## src/rtl/tick_gen_pkg.sv

```systemverilog
// Shared constants for the tick generator: system clock rate, named channel
// divisors for the clock application, and an index-width helper.
package tick_gen_pkg;

    localparam int SYS_CLK_HZ = 100_000_000;

    // Base strobe of 1 kHz: seconds counter, setting-mode blink, display scan.
    localparam int DIV_1HZ   = 1000;
    localparam int DIV_BLINK = 250;
    localparam int DIV_SCAN  = 1;

    localparam int MAX_CH = 8;

    function automatic int idx_width(input int n);
        return (n > 1) ? $clog2(n) : 1;
    endfunction

endpackage

```

## src/rtl/tick_chan.sv

```systemverilog
// One tick channel: divides the shared base strobe by a runtime divisor.
// New divisors are taken only at a wrap or a sync clear, so no period is cut short.
module tick_chan
    import tick_gen_pkg::*;
#(
    parameter int               DIV_W   = 16,
    parameter logic [DIV_W-1:0] DIV_RST = 1
) (
    input  logic             clk,
    input  logic             rst,
    input  logic             i_strobe,
    input  logic             i_sync_clr,
    input  logic             i_wr,
    input  logic [DIV_W-1:0] i_wr_div,
    output logic             o_tick,
    output logic             o_sq,
    output logic             o_ack
);

    logic [DIV_W-1:0] r_q;
    logic [DIV_W-1:0] r_div;
    logic [DIV_W-1:0] r_shadow;
    logic             r_pend;
    logic             r_tick;
    logic             r_sq;
    logic             r_ack;
    logic             w_wrap;

    // A strobe that coincides with a sync clear is swallowed.
    assign w_wrap = i_strobe & ~i_sync_clr & (r_q == r_div - 1'b1);

    // NOTE: sequential state uses non-blocking assignments so every register
    // samples pre-edge values; later assignments in the block win.
    always_ff @(posedge clk or posedge rst) begin
        if (rst) begin
            r_q      <= '0;
            r_div    <= DIV_RST;
            r_shadow <= DIV_RST;
            r_pend   <= 1'b0;
            r_tick   <= 1'b0;
            r_sq     <= 1'b0;
            r_ack    <= 1'b0;
        end else begin
            r_tick <= 1'b0;
            r_ack  <= 1'b0;
            if (i_sync_clr) begin
                r_q  <= '0;
                r_sq <= 1'b0;
                if (r_pend) begin
                    r_div  <= r_shadow;
                    r_pend <= 1'b0;
                    r_ack  <= 1'b1;
                end
            end else if (w_wrap) begin
                r_q    <= '0;
                r_tick <= 1'b1;
                r_sq   <= ~r_sq;
                if (r_pend) begin
                    r_div  <= r_shadow;
                    r_pend <= 1'b0;
                    r_ack  <= 1'b1;
                end
            end else if (i_strobe) begin
                r_q <= r_q + 1'b1;
            end
            // A write landing on the application edge stays pending for the next wrap.
            if (i_wr) begin
                r_shadow <= i_wr_div;
                r_pend   <= 1'b1;
            end
        end
    end

    assign o_tick = r_tick;
    assign o_sq   = r_sq;
    assign o_ack  = r_ack;

endmodule

```

## src/rtl/tick_gen.sv

```systemverilog
// Multi-channel tick generator: shared prescaler to BASE_HZ, divisor write
// decode with error pulse, and one tick_chan per channel.
module tick_gen
    import tick_gen_pkg::*;
#(
    parameter int                        CLK_HZ   = SYS_CLK_HZ,
    parameter int                        BASE_HZ  = 1000,
    parameter int                        N_CH     = 3,
    parameter int                        DIV_W    = 16,
    parameter logic [N_CH*DIV_W-1:0]     DIV_INIT = {16'(DIV_SCAN), 16'(DIV_BLINK), 16'(DIV_1HZ)},
    localparam int                       CH_W     = idx_width(N_CH)
) (
    input  logic             clk,
    input  logic             rst,
    input  logic             en,
    input  logic             sync_clr,
    input  logic             cfg_wr,
    input  logic [CH_W-1:0]  cfg_ch,
    input  logic [DIV_W-1:0] cfg_div,
    output logic [N_CH-1:0]  cfg_ack,
    output logic             cfg_err,
    output logic             base_tick,
    output logic [N_CH-1:0]  tick,
    output logic [N_CH-1:0]  sq
);

    localparam int                 PRE    = CLK_HZ / BASE_HZ;
    localparam int                 P_W    = (PRE > 1) ? $clog2(PRE) : 1;
    localparam logic [P_W-1:0]     P_LAST = P_W'(PRE - 1);
    localparam logic [CH_W:0]      N_CH_L = (CH_W + 1)'(N_CH);

    if (CLK_HZ % BASE_HZ != 0) begin : g_chk_ratio
        $error("tick_gen: CLK_HZ must be a multiple of BASE_HZ");
    end
    if (PRE < 2) begin : g_chk_pre
        $error("tick_gen: CLK_HZ/BASE_HZ must be at least 2");
    end
    if (N_CH < 1 || N_CH > MAX_CH) begin : g_chk_nch
        $error("tick_gen: N_CH must be in 1..8");
    end

    logic [P_W-1:0]  r_p;
    logic            r_base_tick;
    logic            r_cfg_err;
    logic            w_b;
    logic            w_cfg_ok;
    logic [N_CH-1:0] w_wr_sel;

    assign w_b      = en & (r_p == P_LAST);
    assign w_cfg_ok = (cfg_div != '0) && ({1'b0, cfg_ch} < N_CH_L);

    // NOTE: every always_comb output gets a default first so no latch is inferred.
    always_comb begin
        w_wr_sel = '0;
        if (cfg_wr && w_cfg_ok) begin
            w_wr_sel[cfg_ch] = 1'b1;
        end
    end

    always_ff @(posedge clk or posedge rst) begin
        if (rst) begin
            r_p         <= '0;
            r_base_tick <= 1'b0;
            r_cfg_err   <= 1'b0;
        end else begin
            r_base_tick <= w_b & ~sync_clr;
            r_cfg_err   <= cfg_wr & ~w_cfg_ok;
            if (sync_clr) begin
                r_p <= '0;
            end else if (w_b) begin
                r_p <= '0;
            end else if (en) begin
                r_p <= r_p + 1'b1;
            end
        end
    end

    for (genvar c = 0; c < N_CH; c++) begin : g_ch
        if (DIV_INIT[c*DIV_W +: DIV_W] == '0) begin : g_chk_div
            $error("tick_gen: DIV_INIT fields must be non-zero");
        end

        tick_chan #(
            .DIV_W   (DIV_W),
            .DIV_RST (DIV_INIT[c*DIV_W +: DIV_W])
        ) u_chan (
            .clk        (clk),
            .rst        (rst),
            .i_strobe   (w_b),
            .i_sync_clr (sync_clr),
            .i_wr       (w_wr_sel[c]),
            .i_wr_div   (cfg_div),
            .o_tick     (tick[c]),
            .o_sq       (sq[c]),
            .o_ack      (cfg_ack[c])
        );
    end

    assign base_tick = r_base_tick;
    assign cfg_err   = r_cfg_err;

endmodule
```

## config.mk

```make
export PLATFORM = sky130hd
export DESIGN_NAME = tick_gen
export DESIGN_NICKNAME = d
export VERILOG_FILES = /design/src/rtl/tick_gen_pkg.sv /design/src/rtl/tick_chan.sv /design/src/rtl/tick_gen.sv
export SDC_FILE = /design/constraint.sdc
export NUM_CORES = 1
export LEC_CHECK = 0
export ABC_CLOCK_PERIOD_IN_PS = 14800
export CAP_MARGIN = 30
export CELL_PAD_IN_SITES_DETAIL_PLACEMENT = 0
export CELL_PAD_IN_SITES_GLOBAL_PLACEMENT = 1
export CORE_MARGIN = 5
export CORE_UTILIZATION = 53
export CTS_CLUSTER_DIAMETER = 50
export DETAILED_ROUTE_END_ITERATION = 16
export MAX_ROUTING_LAYER = met4
export PLACE_DENSITY_LB_ADDON = 0.1
export SKIP_LAST_GASP = 1
export SYNTH_ARGS = -nofsm -noshare
export SYNTH_HDL_FRONTEND = slang
export SYNTH_SLANG_ARGS = --single-unit
```

## constraint.sdc

```tcl
create_clock -name clk -period 14.8 [get_ports clk]
set_clock_uncertainty 0.2 [all_clocks]
set_input_delay 2.22 -clock clk [delete_from_list [all_inputs] [get_ports clk]]
set_output_delay 2.22 -clock clk [all_outputs]
set_load 0.1 [all_outputs]
```

=== Word-level counts from Yosys, hierarchy flattened ===
Index checks and enable logic that the tools add are counted.

* Add/subtract/negate cells: 7
* Magnitude comparators: 3
* Eq/ne operators: 4
* Mux-type cells: 54
* Bitwise logic cells: 11
* Reduce and logical (&&, ||, !) cells: 14

{| class="wikitable"
|+ Operators by type and width
! cell !! number
|-
| 2-to-1 mux 16 bit || 18
|-
| 2-to-1 mux 17 bit || 3
|-
| adder 16 x 1 -> 16 bit (second input constant) || 3
|-
| == test 16 bit || 3
|-
| subtractor 16 x 1 -> 16 bit (second input constant) || 3
|-
| 2-to-1 mux 1 bit || 31
|-
| nonzero test 3 bit || 7
|-
| adder 17 x 1 -> 17 bit (second input constant) || 1
|-
| == test 17 bit (second input constant) || 1
|-
| nonzero test 16 bit || 1
|-
| bitwise AND 1 bit || 6
|-
| nonzero test 2 bit || 3
|-
| NOT 1 bit || 5
|-
| logical AND 1 bit || 3
|-
| < comparator 2 x 3 -> 1 bit (second input constant) || 1
|-
| 2-to-1 mux 3 bit || 1
|-
| demux 1 bit (select 2 bit) || 1
|-
| greater-or-equal comparator 2 x 1 -> 1 bit (second input constant) || 1
|-
| < comparator 2 bit (second input constant) || 1
|}

* Register bits after elaboration: 175
* Bits of input ports: 23
* Logic and storage cells: 117

=== Longest topological paths before layout ===
* Depth after elaboration: 7
* Gate-level depth with buffers: 12
* Gate-level depth less buffers: 9

=== Modules after synthesis ===
A second synthesis with hierarchy kept.

* Cells, all modules: 850
* Area total of the unflattened synthesis: 9447.8 um^2

{| class="wikitable"
|+ Modules (own cells, without submodules)
! module !! instances !! cells each !! area an instance (um^2)
|-
| tick_chan at g_ch[0].u_chan ... || 2 || 246 || 2800.2
|-
| tick_chan at g_ch[2].u_chan || 1 || 246 || 2787.7
|-
| tick_gen || 1 || 112 || 1059.8
|}

=== Least setup slack after synthesis ===
No wires, ideal clock.

* Path type: in2reg
* From: input en
* To: register g_ch[1].u_chan.r_div[0]
* Data arrival time: 4391 ps
* Required time: 14475 ps
* Slack: 10084 ps
* Stages: 10
* Buffers on the path: 2
* Cells stage by stage: nand4_1 or2_2 or3_1 clkbuf_1 inv_1 nand4_1 o41ai_4 nand2_4 buf_6 mux2_4

* Cells in the longest elaborated chain, start to end: 4

{| class="wikitable"
|+ RTL lines
! element !! line !! text
|-
| from (decl) || tick_gen.sv:15 || <nowiki>input logic en,</nowiki>
|-
| bitwise AND 1 bit || tick_gen.sv:49 || <nowiki>assign w_b = en & (r_p == P_LAST);</nowiki>
|-
| bitwise AND 1 bit (2 in series) || tick_chan.sv:30 || <nowiki>assign w_wrap = i_strobe & ~i_sync_clr & (r_q == r_div - 1'b1);</nowiki>
|-
| nonzero test 2 bit (no line) || n/a ||
|-
| to (signal assigned) || tick_chan.sv:50 || <nowiki>r_div <= r_shadow;</nowiki>
|-
| to (signal assigned) || tick_chan.sv:59 || <nowiki>r_div <= r_shadow;</nowiki>
|-
| to (decl) || tick_chan.sv:21 || <nowiki>logic [DIV_W-1:0] r_div;</nowiki>
|}

Every way passes these cells.
A chain may end at the register's enable or synchronous reset.

=== Final worst setup path ===
* From: input en
* To: register g_ch[1].u_chan.r_div[8]

Same word-level chain as after synthesis.

==> impl_results.rst <==
.. list-table::
   :header-rows: 1

   * - Metric
     - Value
   * - Result of the run
     - complete, no violations
   * - Total via count in the routed design
     - 6,557
   * - Worst Setup Slack post-DPL
     - 8.75 ns
   * - Area of the core
     - 17,200 um^2
   * - Cell area after technology mapping
     - 9220 um^2
   * - Area delta synth->final
     - 11.4%
   * - Commonest register cell after synthesis
     - sky130_fd_sc_hd__dfrtp_1
   * - Starting Density
     - 53.7%
   * - Cell count after synthesis
     - 861
   * - Count of flip-flops with a built-in enable after synthesis
     - 0
   * - Post-route DRC
     - 0
   * - Setup tns final
     - 0 ns
   * - Number of detailed-route iterations in the first pass
     - 4
   * - Gr usage total
     - 21.8%
   * - Pin count of the biggest net entering global routing
     - 110
   * - Library cells used by synthesis
     - 70
   * - Transition time at the pin with the least slew margin
     - 1.02 ns
   * - Leakage dissipation
     - 4.27 nW
   * - Kind of critical path
     - in2reg
   * - Worst Reg-to-Reg Cells
     - 9
   * - Total Routed Length
     - 20.8 mm
   * - Finished Cell Area
     - 10,300 um^2
   * - Placed wire-length estimate
     - 15.2 mm
   * - Areal power density over the cells
     - 145 nW/um^2
   * - Number of I/O pins
     - 34
   * - Overall overflow remaining after global route
     - 0
   * - Deepest clock path buffer count
     - 2
   * - Routed wire per std cell
     - 18.6 um
   * - Unrepaired setup endpoints after global routing
     - false
   * - Max-slew headroom
     - 31.5%
   * - FF+latch count, synth
     - 175
   * - Worst IR drop on VDD
     - 0.0897 mV
   * - Required time worst endpoint
     - 14.90 ns
   * - Number of buffers inserted during clock tree synthesis
     - 17
   * - Time the final worst path needs with I/O delays and setup
     - 5.64 ns
   * - CTS Hold Bufs
     - 0
   * - Clock transition at path regs
     - 0.07 ns
   * - WHS
     - 0.278 ns
   * - PortBufs
     - 33
   * - Remaining antenna violation count
     - 0
   * - Worst Hold Class
     - reg2reg
   * - Highest Clock Rate
     - 177 MHz
   * - Detailed router's first-iteration violation count
     - 351
   * - Signal arrival time at the worst endpoint
     - 5.74 ns
   * - Ys async rst share
     - 100%
   * - Mapped Avg Cell Area
     - 10.7 um^2
   * - Setup crit start kind
     - input port
   * - Endpoint class of the critical path
     - flop
   * - Post-CTS Setup Bufs
     - 0
   * - Clock tree from TritonCTS
     - yes
   * - Worst-path maximum fanout
     - 17
   * - CTS resizes
     - 0
   * - Horizontal die dimension
     - 142 um
   * - Placed standard-cell area
     - 9650 um^2
   * - Antenna violations before repair
     - 0
   * - Proportion of synthesized chip area in sequential cells
     - 47.8%
   * - Net count reported at finish
     - 908
   * - Die Y-Extent
     - 142 um
   * - Least setup slack across all paths after layout
     - 9.16 ns
   * - Number of global-route vias before repair
     - 6,378
   * - Number of max-slew violations in the final report
     - 0
   * - Clock latency at the later pin of the worst-skew pair
     - 0.42 ns
   * - Number of setup violations in the final report
     - 0
   * - Number of standard cells in the layout, taps in and fillers out
     - 1,116
   * - Die Area
     - 20,100 um^2
   * - Total number of yosys warnings
     - 0
   * - Cell count after placement
     - 1,081
   * - Placer's final routability congestion estimate
     - 0.929
   * - CTS sink cnt
     - 175
   * - Cell row count
     - 48
   * - H-Tree Depth
     - 4
   * - Cell at the root of the clock tree
     - sky130_fd_sc_hd__clkbuf_16
   * - Part of the cycle the worst path needs
     - 38.1%
   * - Depth of the worst hold-timing path
     - 1
   * - Vias per Instance
     - 5.88
   * - Hold Violations, Final
     - 0
   * - Synthesized Nets
     - 891
   * - Share of layout cells above drive strength 1
     - 21.0%
   * - Wire length of the first global-routing pass
     - 33.8 mm
   * - Reported max-cap violation count
     - 0
   * - Antenna fix cells
     - 0
==> cell usage after synthesis (3+ instances only) <==
cell / n / share of area (%)
sky130_fd_sc_hd__a211o_1: 3 / 0.29
sky130_fd_sc_hd__a211oi_1: 4 / 0.33
sky130_fd_sc_hd__a21o_1: 3 / 0.24
sky130_fd_sc_hd__a21oi_1: 16 / 0.87
sky130_fd_sc_hd__a31oi_1: 3 / 0.20
sky130_fd_sc_hd__and2_1: 5 / 0.34
sky130_fd_sc_hd__and3_1: 16 / 1.1
sky130_fd_sc_hd__and4_1: 9 / 0.85
sky130_fd_sc_hd__and4b_1: 3 / 0.33
sky130_fd_sc_hd__buf_1: 3 / 0.12
sky130_fd_sc_hd__buf_4: 9 / 0.73
sky130_fd_sc_hd__buf_6: 4 / 0.49
sky130_fd_sc_hd__clkbuf_1: 25 / 1.0
sky130_fd_sc_hd__dfrtp_1: 149 / 40
sky130_fd_sc_hd__dfstp_2: 26 / 7.4
sky130_fd_sc_hd__ha_1: 7 / 0.95
sky130_fd_sc_hd__inv_1: 24 / 0.98
sky130_fd_sc_hd__mux2_2: 91 / 11
sky130_fd_sc_hd__mux2_4: 9 / 1.5
sky130_fd_sc_hd__mux2i_1: 3 / 0.33
sky130_fd_sc_hd__nand2_1: 50 / 2.0
sky130_fd_sc_hd__nand2b_1: 6 / 0.41
sky130_fd_sc_hd__nand3_1: 29 / 1.6
sky130_fd_sc_hd__nand4_1: 19 / 1.3
sky130_fd_sc_hd__nor2_1: 87 / 3.5
sky130_fd_sc_hd__nor2b_1: 9 / 0.61
sky130_fd_sc_hd__nor3_1: 24 / 1.3
sky130_fd_sc_hd__nor3b_1: 7 / 0.57
sky130_fd_sc_hd__nor4_1: 20 / 1.4
sky130_fd_sc_hd__nor4b_1: 4 / 0.38
sky130_fd_sc_hd__o21a_1: 6 / 0.49
sky130_fd_sc_hd__o21ai_0: 22 / 1.2
sky130_fd_sc_hd__o31ai_1: 6 / 0.49
sky130_fd_sc_hd__or2_2: 5 / 0.34
sky130_fd_sc_hd__or3_1: 17 / 1.2
sky130_fd_sc_hd__or4_1: 4 / 0.33
sky130_fd_sc_hd__xnor2_1: 46 / 4.4
sky130_fd_sc_hd__xor2_1: 47 / 4.5
==> flip-flops by register name, indices dropped and copies added, names as in the netlist <==
| name | flops |
|---|---|
| g_ch.u_chan.r_q | 48 |
| g_ch.u_chan.r_shadow | 48 |
| g_ch.u_chan.o_tick | 3 |
| base_tick | 1 |
| g_ch.u_chan.o_ack | 3 |
| g_ch.u_chan.r_div | 48 |
| g_ch.u_chan.o_sq | 3 |
| r_p | 17 |
| cfg_err | 1 |
| g_ch.u_chan.r_pend | 3 |
==> routing by layer <==
layer,vias to the layer above,share of wire [%],global-route usage (%)
li1,3094,-,-
met5,-,0,-
met1,3304,46,29.6
met4,0,2.2,6.82
met3,30,2.9,3.54
met2,129,49,33.9
==> critical path: stages <==
cell and delay, ns:
sky130_fd_sc_hd__clkdlybuf4s50_1 0.56, sky130_fd_sc_hd__nand4_1 0.12, sky130_fd_sc_hd__or2_2 0.33, sky130_fd_sc_hd__or3_1 0.53, sky130_fd_sc_hd__inv_1 0.15, sky130_fd_sc_hd__nand4_1 0.16, sky130_fd_sc_hd__o41ai_4 0.93, sky130_fd_sc_hd__nand2_4 0.34
sky130_fd_sc_hd__mux2_4 0.38
==> final cells by class <==
| cell class | instances | area (um^2) |
|---|---|---|
| Clock inverter | 15 | 135 |
| Clock buffer | 17 | 425 |
| Fill cell | 1477 | 6910 |
| Tap cell | 225 | 282 |
| Sequential cell | 175 | 4410 |
| Inverter | 24 | 95.1 |
| Timing Repair Buffer | 40 | 414 |
| Multi-Input combinational cell | 620 | 4500 |
==> worst paths after layout <==
path | startpoint | end | slack (ns)
min reg2reg | g_ch[1].u_chan.o_sq$_DFFE_PP0P_ | g_ch[1].u_chan.o_sq$_DFFE_PP0P_ | 0.28
max in group asynchronous | rst | g_ch[0].u_chan.r_div[13]$_DFFE_PP0P_ | 10.89
max | en | g_ch[1].u_chan.r_div[8]$_DFFE_PP0P_ | 9.16
max reg2reg | g_ch[1].u_chan.r_div[0]$_DFFE_PP0P_ | g_ch[1].u_chan.r_div[8]$_DFFE_PP0P_ | 10.60
min | g_ch[1].u_chan.o_sq$_DFFE_PP0P_ | g_ch[1].u_chan.o_sq$_DFFE_PP0P_ | 0.28
min in group asynchronous | rst | r_p[4]$_DFFE_PP0P_ | 1.91
==> stage by stage <==
stage / total power [mW] / util, %
after detailed placement: 1.06 / 56.2
after floorplan: 0.959 / -
final: 1.49 / 59.8
after global routing: 1.57 / 59.8
after global placement: 1.05 / 56.2
after CTS: 1.50 / 59.5
==> power breakdown <==
group / switching [mW] / total [mW] / internal, mW
registers: 0.114 / 0.696 / 0.582
clock network: 0.197 / 0.432 / 0.234
logic: 0.181 / 0.365 / 0.184
==> cells in the final DEF (no fill, tap or decap), types with 23 or more instances in the layout <==
master	Yosys	routed
sky130_fd_sc_hd__xnor2_1	46	46
sky130_fd_sc_hd__mux2_2	91	91
sky130_fd_sc_hd__nor3_1	24	23
sky130_fd_sc_hd__xor2_1	47	47
sky130_fd_sc_hd__dfrtp_1	149	149
sky130_fd_sc_hd__dfstp_2	26	26
sky130_fd_sc_hd__nand2_1	50	50
sky130_fd_sc_hd__nand3_1	29	29
sky130_fd_sc_hd__clkdlybuf4s50_1	0	33
sky130_fd_sc_hd__inv_1	24	23
sky130_fd_sc_hd__nor2_1	87	87
==> logic make-up (layout without fill, tap and decap cells) <==
logic type                 after synthesis  after routing  synth area share, %
and+or+nand+nor                        329            329                 19.1
DFF                                    175            175                 47.8
muxes                                  103            103                 12.9
xor gates and xnor gates                93             93                 8.83
AOI/OAI and AO/OA                       88             88                 6.99
buffers and inverters                   66             96                 3.39
adders and majority gates                7              7                0.950
No activity file was read; power rests on OpenSTA's default activity.
